[src/rtl/sync_rx_4phase.sv]
// sync_rx_4phase: 4-phase req/ack receiver with a one-word output buffer.
// Latency: capture and ack two edges after req is first sampled; release and done pulse two edges after req falls.
// Backpressure: when the buffer is full and rd is low, ack is withheld, which stalls the sender's handshake.
//
// Ports:
//   clk_rx    receive-domain clock
//   reset     synchronous, active-high
//   req       4-phase request from the transmit domain (asynchronous)
//   in_data   transmit data, stable while req is high
//   ack       4-phase acknowledge back to the sender (registered)
//   out_data  captured word (registered)
//   f         full flag: out_data holds an unconsumed word
//   rd        consumer pop; ignored when f is low
//   d         one-cycle pulse when a full 4-phase cycle completes
//   n_xfer    completed transfer count, modulo 256
`timescale 1ns/1ps
module sync_rx_4phase #(
  parameter int DATA_MSB = 7
) (
  input  logic              clk_rx,
  input  logic              reset,
  input  logic              req,
  input  logic [DATA_MSB:0] in_data,
  output logic              ack,
  output logic [DATA_MSB:0] out_data,
  output logic              f,
  input  logic              rd,
  output logic              d,
  output logic [7:0]        n_xfer
);

  typedef enum logic [1:0] {
    IDLE = 2'd0,
    ACK  = 2'd1,
    REL  = 2'd2
  } state_t;

  state_t            state_q;
  logic              req_s1_q;
  logic              req_s2_q;
  logic              ack_q;
  logic [DATA_MSB:0] out_data_q;
  logic              f_q;
  logic              d_q;
  logic [7:0]        n_xfer_q;

  // A capture needs a synchronised request and room in the buffer; a pop
  // on the same edge frees the slot, so the new word can replace the old.
  logic capture_d;
  assign capture_d = (state_q == IDLE) && req_s2_q && (!f_q || rd);

  always_ff @(posedge clk_rx) begin
    if (reset) begin
      req_s1_q   <= 1'b0;
      req_s2_q   <= 1'b0;
      state_q    <= IDLE;
      ack_q      <= 1'b0;
      out_data_q <= '0;
      f_q        <= 1'b0;
      d_q        <= 1'b0;
      n_xfer_q   <= 8'd0;
    end else begin
      // Two-flop synchroniser; nothing else looks at raw req.
      req_s1_q <= req;
      req_s2_q <= req_s1_q;
      d_q      <= 1'b0;

      case (state_q)
        IDLE: begin
          if (capture_d) begin
            out_data_q <= in_data;
            ack_q      <= 1'b1;
            state_q    <= ACK;
          end
        end
        ACK: begin
          if (!req_s2_q) begin
            ack_q    <= 1'b0;
            d_q      <= 1'b1;
            n_xfer_q <= n_xfer_q + 8'd1;
            state_q  <= REL;
          end
        end
        REL: begin
          // One dead cycle so a stale synchroniser value cannot retrigger.
          state_q <= IDLE;
        end
        default: begin
          ack_q   <= 1'b0;
          state_q <= IDLE;
        end
      endcase

      // Capture wins over pop: the slot is refilled on the same edge.
      if (capture_d) begin
        f_q <= 1'b1;
      end else if (rd && f_q) begin
        f_q <= 1'b0;
      end
    end
  end

  assign ack      = ack_q;
  assign out_data = out_data_q;
  assign f        = f_q;
  assign d        = d_q;
  assign n_xfer   = n_xfer_q;

endmodule

[config.mk]
export PLATFORM = sky130hd
export DESIGN_NAME = sync_rx_4phase
export DESIGN_NICKNAME = d
export VERILOG_FILES = /design/src/rtl/sync_rx_4phase.sv
export SDC_FILE = /design/constraint.sdc
export NUM_CORES = 1
export LEC_CHECK = 0
export BUFFER_PORTS_ARGS = -buffer_cell sky130_fd_sc_hd__buf_4
export CORE_MARGIN = 2
export CORE_UTILIZATION = 54
export CTS_BUF_LIST = sky130_fd_sc_hd__clkbuf_4 sky130_fd_sc_hd__clkbuf_8
export DETAILED_ROUTE_END_ITERATION = 8
export PLACE_DENSITY = 0.95
export SLEW_MARGIN = 0
export SYNTH_ARGS = -nofsm -noshare
export SYNTH_HDL_FRONTEND = slang
export SYNTH_SLANG_ARGS = --single-unit
[constraint.sdc]
create_clock -name clk_rx -period 3.63 [get_ports clk_rx]
set_input_delay 0 -clock clk_rx [delete_from_list [all_inputs] [get_ports clk_rx]]
set_output_delay 0 -clock clk_rx [all_outputs]
set_load 0.02 [all_outputs]
Word-level counts from Yosys, hierarchy flattened
Cells that the tools add are included.

cells by class
  bitwise logic cells = 3
  reductions and logical operators = 12
  add/sub/neg operators = 1
  muxes and demuxes = 9
  eq/ne operators = 4

operator list
  kind                   count
  $add A8 B1 Y8 const B  1
  $reduce_and A2 Y1      3
  $mux W1                5
  $mux W2                2
  $ne A2 B2 Y1 const B   2
  $pmux W2 S2            1
  $logic_and A1 B1 Y1    3
  $not A1 Y1             3
  $pmux W1 S3            1
  $reduce_and A3 Y1      1
  $eq A2 B1 Y1 const B   1
  $eq A2 B2 Y1 const B   1
  $logic_not A2 Y1       1
  $reduce_bool A2 Y1     1
  $reduce_or A2 Y1       1
  $logic_not A1 Y1       1
  $logic_or A1 B1 Y1     1

word-level totals
  input port bits = 12
  logic and storage cells = 37
  flip-flop bits (word level) = 23

Longest topological paths before layout
  depth in word-level cells = 5
  gate-level depth with buffers = 4

Worst setup path before layout
No wires, ideal clock.

  path kind = reg-to-reg
  start point = register n_xfer_q[0], in the netlist n_xfer[0]
  end point = register n_xfer_q[4], in the netlist n_xfer[4]
  clock period less this slack = 1.569 ns
  data required time = 3.509 ns
  setup time = 0.121 ns
  data arrival time = 1.448 ns
  cell stages (with the launch flop) = 5
  setup slack = 2.061 ns
  cell sequence = dfxtp_1 -> ha_1 -> nor4bb_1 -> nand3_1 -> mux2_2

on the way
  longest elaborated chain between the ends = 1

RTL lines
  item                    line  RTL
  from (decl)             45    logic [7:0] n_xfer_q;
  from (signal assigned)  80    n_xfer_q <= n_xfer_q + 8'd1;
  $add A8 B1 Y8           80

Every way passes these cells.
A chain may end at the register's enable or synchronous reset.

Worst setup path in the final report
  start point = register state_q[0]
  end point = register n_xfer_q[5], in the netlist n_xfer[5]

on the way
  longest elaborated chain between the ends = 2

RTL lines
  item                                line  RTL
  from (decl)                         38    state_t state_q;
  from (signal assigned)              56    state_q <= IDLE;
  from (signal assigned)              73    state_q <= ACK;
  from (signal assigned)              81    state_q <= REL;
  $eq A2 B1 Y1                        68    case (state_q)
  $reduce_and A2 Y1 (no source line)  -

Every way passes these cells.

==> impl_metrics.env <==
export IMPL_crit_type="reg -> reg"
export IMPL_skew_ns=0.01233
export IMPL_numCtsBuffers=3
export IMPL_regArea_um2=460.4
export IMPL_fp_row_count=14
export IMPL_io_buffer_count=30
export IMPL_fmax_ghz=0.5767
export IMPL_post_route_drc_count=0
export IMPL_cts_resized=0
export IMPL_antenna_found_initial=0
export IMPL_clk_latency_ns=0.32
export IMPL_synth_nets=111
export IMPL_period_minus_slack_ns=1.734
export IMPL_power_mw=0.4348
export IMPL_setup_violations=0
export IMPL_outcome="completed"
export IMPL_cp_buffers_inverters=0
export IMPL_critPathTopFamily="simple AND/OR/NAND/NOR gates"
export IMPL_powerDensity_nw_per_um2=350.7
export IMPL_rsz0062_at_grt="no"
export IMPL_nets=151
export IMPL_grt_pass1_vias=850
export IMPL_hpwl_mm=1.414
export IMPL_slowest_stage="or3b_1"
export IMPL_p_leak_nw=0.5066
export IMPL_fin_crit_sh_pct=47.77
export IMPL_cp_start_kind="flip-flop"
export IMPL_synth_common_cells="dfxtp_1 (23), a21oi_1 (14), nand3_1 (10), o21ai_0 (10), nor2_1 (7)"
export IMPL_synth_flop_cell="dfxtp_1"
export IMPL_routedWlPerCell_um=15.27
export IMPL_min_path_type="in -> reg"
export IMPL_synthTopCellsByArea="dfxtp_1 (52%), a21oi_1 (7.9%), nand3_1 (5.6%)"
export IMPL_peakVddDrop_uv=261.0
export IMPL_diodes=0
export IMPL_num_io_pins=31
export IMPL_synth_top_cell_by_area="dfxtp_1"
export IMPL_syn_inst=98
export IMPL_grt_ovfl_total=0
export IMPL_globalRouteMet2Util_pct=43.48
export IMPL_dr_first_iter_drc_count=35
export IMPL_cap_violations=0
export IMPL_gp_congestion=0.7288
export IMPL_slew_violations=0
export IMPL_die_area_um2=1983
export IMPL_clkTransAtPathRegs_ns=0.14
export IMPL_worstPathArrival_ns=1.99
export IMPL_relSlewSlack_pct=35.67
export IMPL_clock_path_buffers=2
export IMPL_crit_required_ns=3.88
export IMPL_grtUsageMet1_pct=29.70
export IMPL_grt_use_met3_pct=5.714
export IMPL_die_h_um=44.53
export IMPL_vias_per_cell=5.856
export IMPL_area_delta_synth_final_pct=39.77
export IMPL_yosys_warnings=0
export IMPL_wl_mm=2.337
export IMPL_cts_sinks=23
export IMPL_worst_slew_pin_slew_ns=0.9628
export IMPL_yosysTopAreaCellShare_pct=51.90
export IMPL_drive_above_1_share_pct=26.28
export IMPL_synth_cell_types=24
export IMPL_end_kind="flip-flop"
export IMPL_hold_violations=0
export IMPL_ys_async_sr_fraction_pct=0
export IMPL_vias=896
export IMPL_cts_max_level=1
export IMPL_synth_avg_cell_area_um2=9.052
export IMPL_multiInputGateArea_um2=399.1
export IMPL_core_um2=1524
export IMPL_path_cells="or3b_1, or4_1, a21oi_1"
export IMPL_synth_most_common_cell="dfxtp_1"
export IMPL_synth_area_um2=887.1
export IMPL_fillers=105
export IMPL_busiest_layer="met2"
export IMPL_cts_tree="done"
export IMPL_fp_dieW_um=44.53
export IMPL_grt_use_total_pct=25.84
export IMPL_grt_first_pass_wirelength_mm=3.663
export IMPL_synth_edff_count=0
export IMPL_first_pass_iters=4
export IMPL_cts_root_buf="clkbuf_4"
export IMPL_ant_nets=0
export IMPL_synth_yosys_seq_area_share_pct=51.90
export IMPL_initial_core_util_pct=58.21
export IMPL_grt_max_degree=25
export IMPL_tns_ns=0
export IMPL_ys_ff_latch=23
export IMPL_critPathMaxFanout=12
export IMPL_slowest_delay_ns=0.55
[worst reg2reg max path: stages, from the launching register on]
cell and delay [ns]:
dfxtp_1 0.43, or3b_1 0.55, or4_1 0.55, a21oi_1 0.15
[registers in the layout (all words and copies together) (netlist names)]
signal / count
n_xfer: 8
req_s2_q: 1
state_q: 2
out_data: 8
req_s1_q: 1
ack: 1
f: 1
d: 1
[power breakdown]
part           switching [mW]  leakage (nW)  total (mW)  internal (mW)
combinational          0.0229         0.302      0.0485         0.0256
sequential            0.00403         0.187       0.263          0.259
clock                  0.0825        0.0177       0.124         0.0412
[cell usage in the layout (no fill, tap or decap), drive strengths merged]
cell type / netlist / layout
a21oi: 14 / 14
buf: 1 / 30
clkbuf: 4 / 3
clkinv: 0 / 1
dfxtp: 23 / 23
dlygate4sd3: 0 / 10
ha: 1 / 1
inv: 2 / 2
mux2: 1 / 1
mux2i: 1 / 1
nand2: 2 / 2
nand2b: 1 / 1
nand3: 10 / 10
nand4: 2 / 2
nor2: 7 / 7
nor2b: 5 / 5
nor3b: 2 / 2
nor4bb: 1 / 1
o21ai: 10 / 10
o31ai: 3 / 3
or3: 1 / 1
or3b: 2 / 2
or4: 3 / 3
xnor2: 1 / 1
xor2: 1 / 1
[cell families after synthesis]
group                      share of synthesized area, %
and+or+nand+nor                                   23.13
xor gates and xnor gates                          1.975
AOI/OAI and AO/OA                                 16.08
muxes                                             2.398
DFF                                               51.90
buffers and inverters                             3.102
adders and majority gates                         1.410
[final timing paths]
check | from | endpoint | slack (ns) | cells after the start
min reg2reg | req_s1_q | req_s2_q | 0.47 | 1
max | state_q[0] | n_xfer[5] | 1.90 | 3
max reg2reg | state_q[0] | n_xfer[5] | 1.90 | 3
min | rd | out_data[0] | 0.13 | 4
[stage by stage]
step	worst slack, ns	util (%)	instance area, um2	instances	hold slack (ns)
2_1_floorplan	2.061	-	887.1	98	0.07161
3_3_place_gp	2.005	72.99	1112	139	0.2110
3_5_place_dp	1.948	72.99	1112	139	0.2355
4_1_cts	1.918	80.71	1230	152	0.007867
5_1_grt	1.785	81.36	1240	153	0.1344
6_report	1.896	81.36	1240	153	0.1270
[what timing repair did]
action | in CTS | in global routing
setup buffers | 0 | 0
endpoints found under the hold margin | 9 | 1
hold buffers | 9 | 1
[layout make-up]
class | instances | share of cell area, %
clock buffers | 3 | 1.816
clock inverters | 1 | 0.4036
inverters | 2 | 0.6054
multi-input cells | 68 | 32.19
flip-flops and latches | 23 | 37.13
well taps | 16 | 1.615
repair buffers | 40 | 26.24
[metal layers]
metal / wire (um) / up-vias
li1: - / 428
met1: 970 / 428
met2: 1224 / 34
met3: 94 / 6
met4: 47 / 0
met5: 0 / -
No activity file was read; power rests on OpenSTA's default activity.
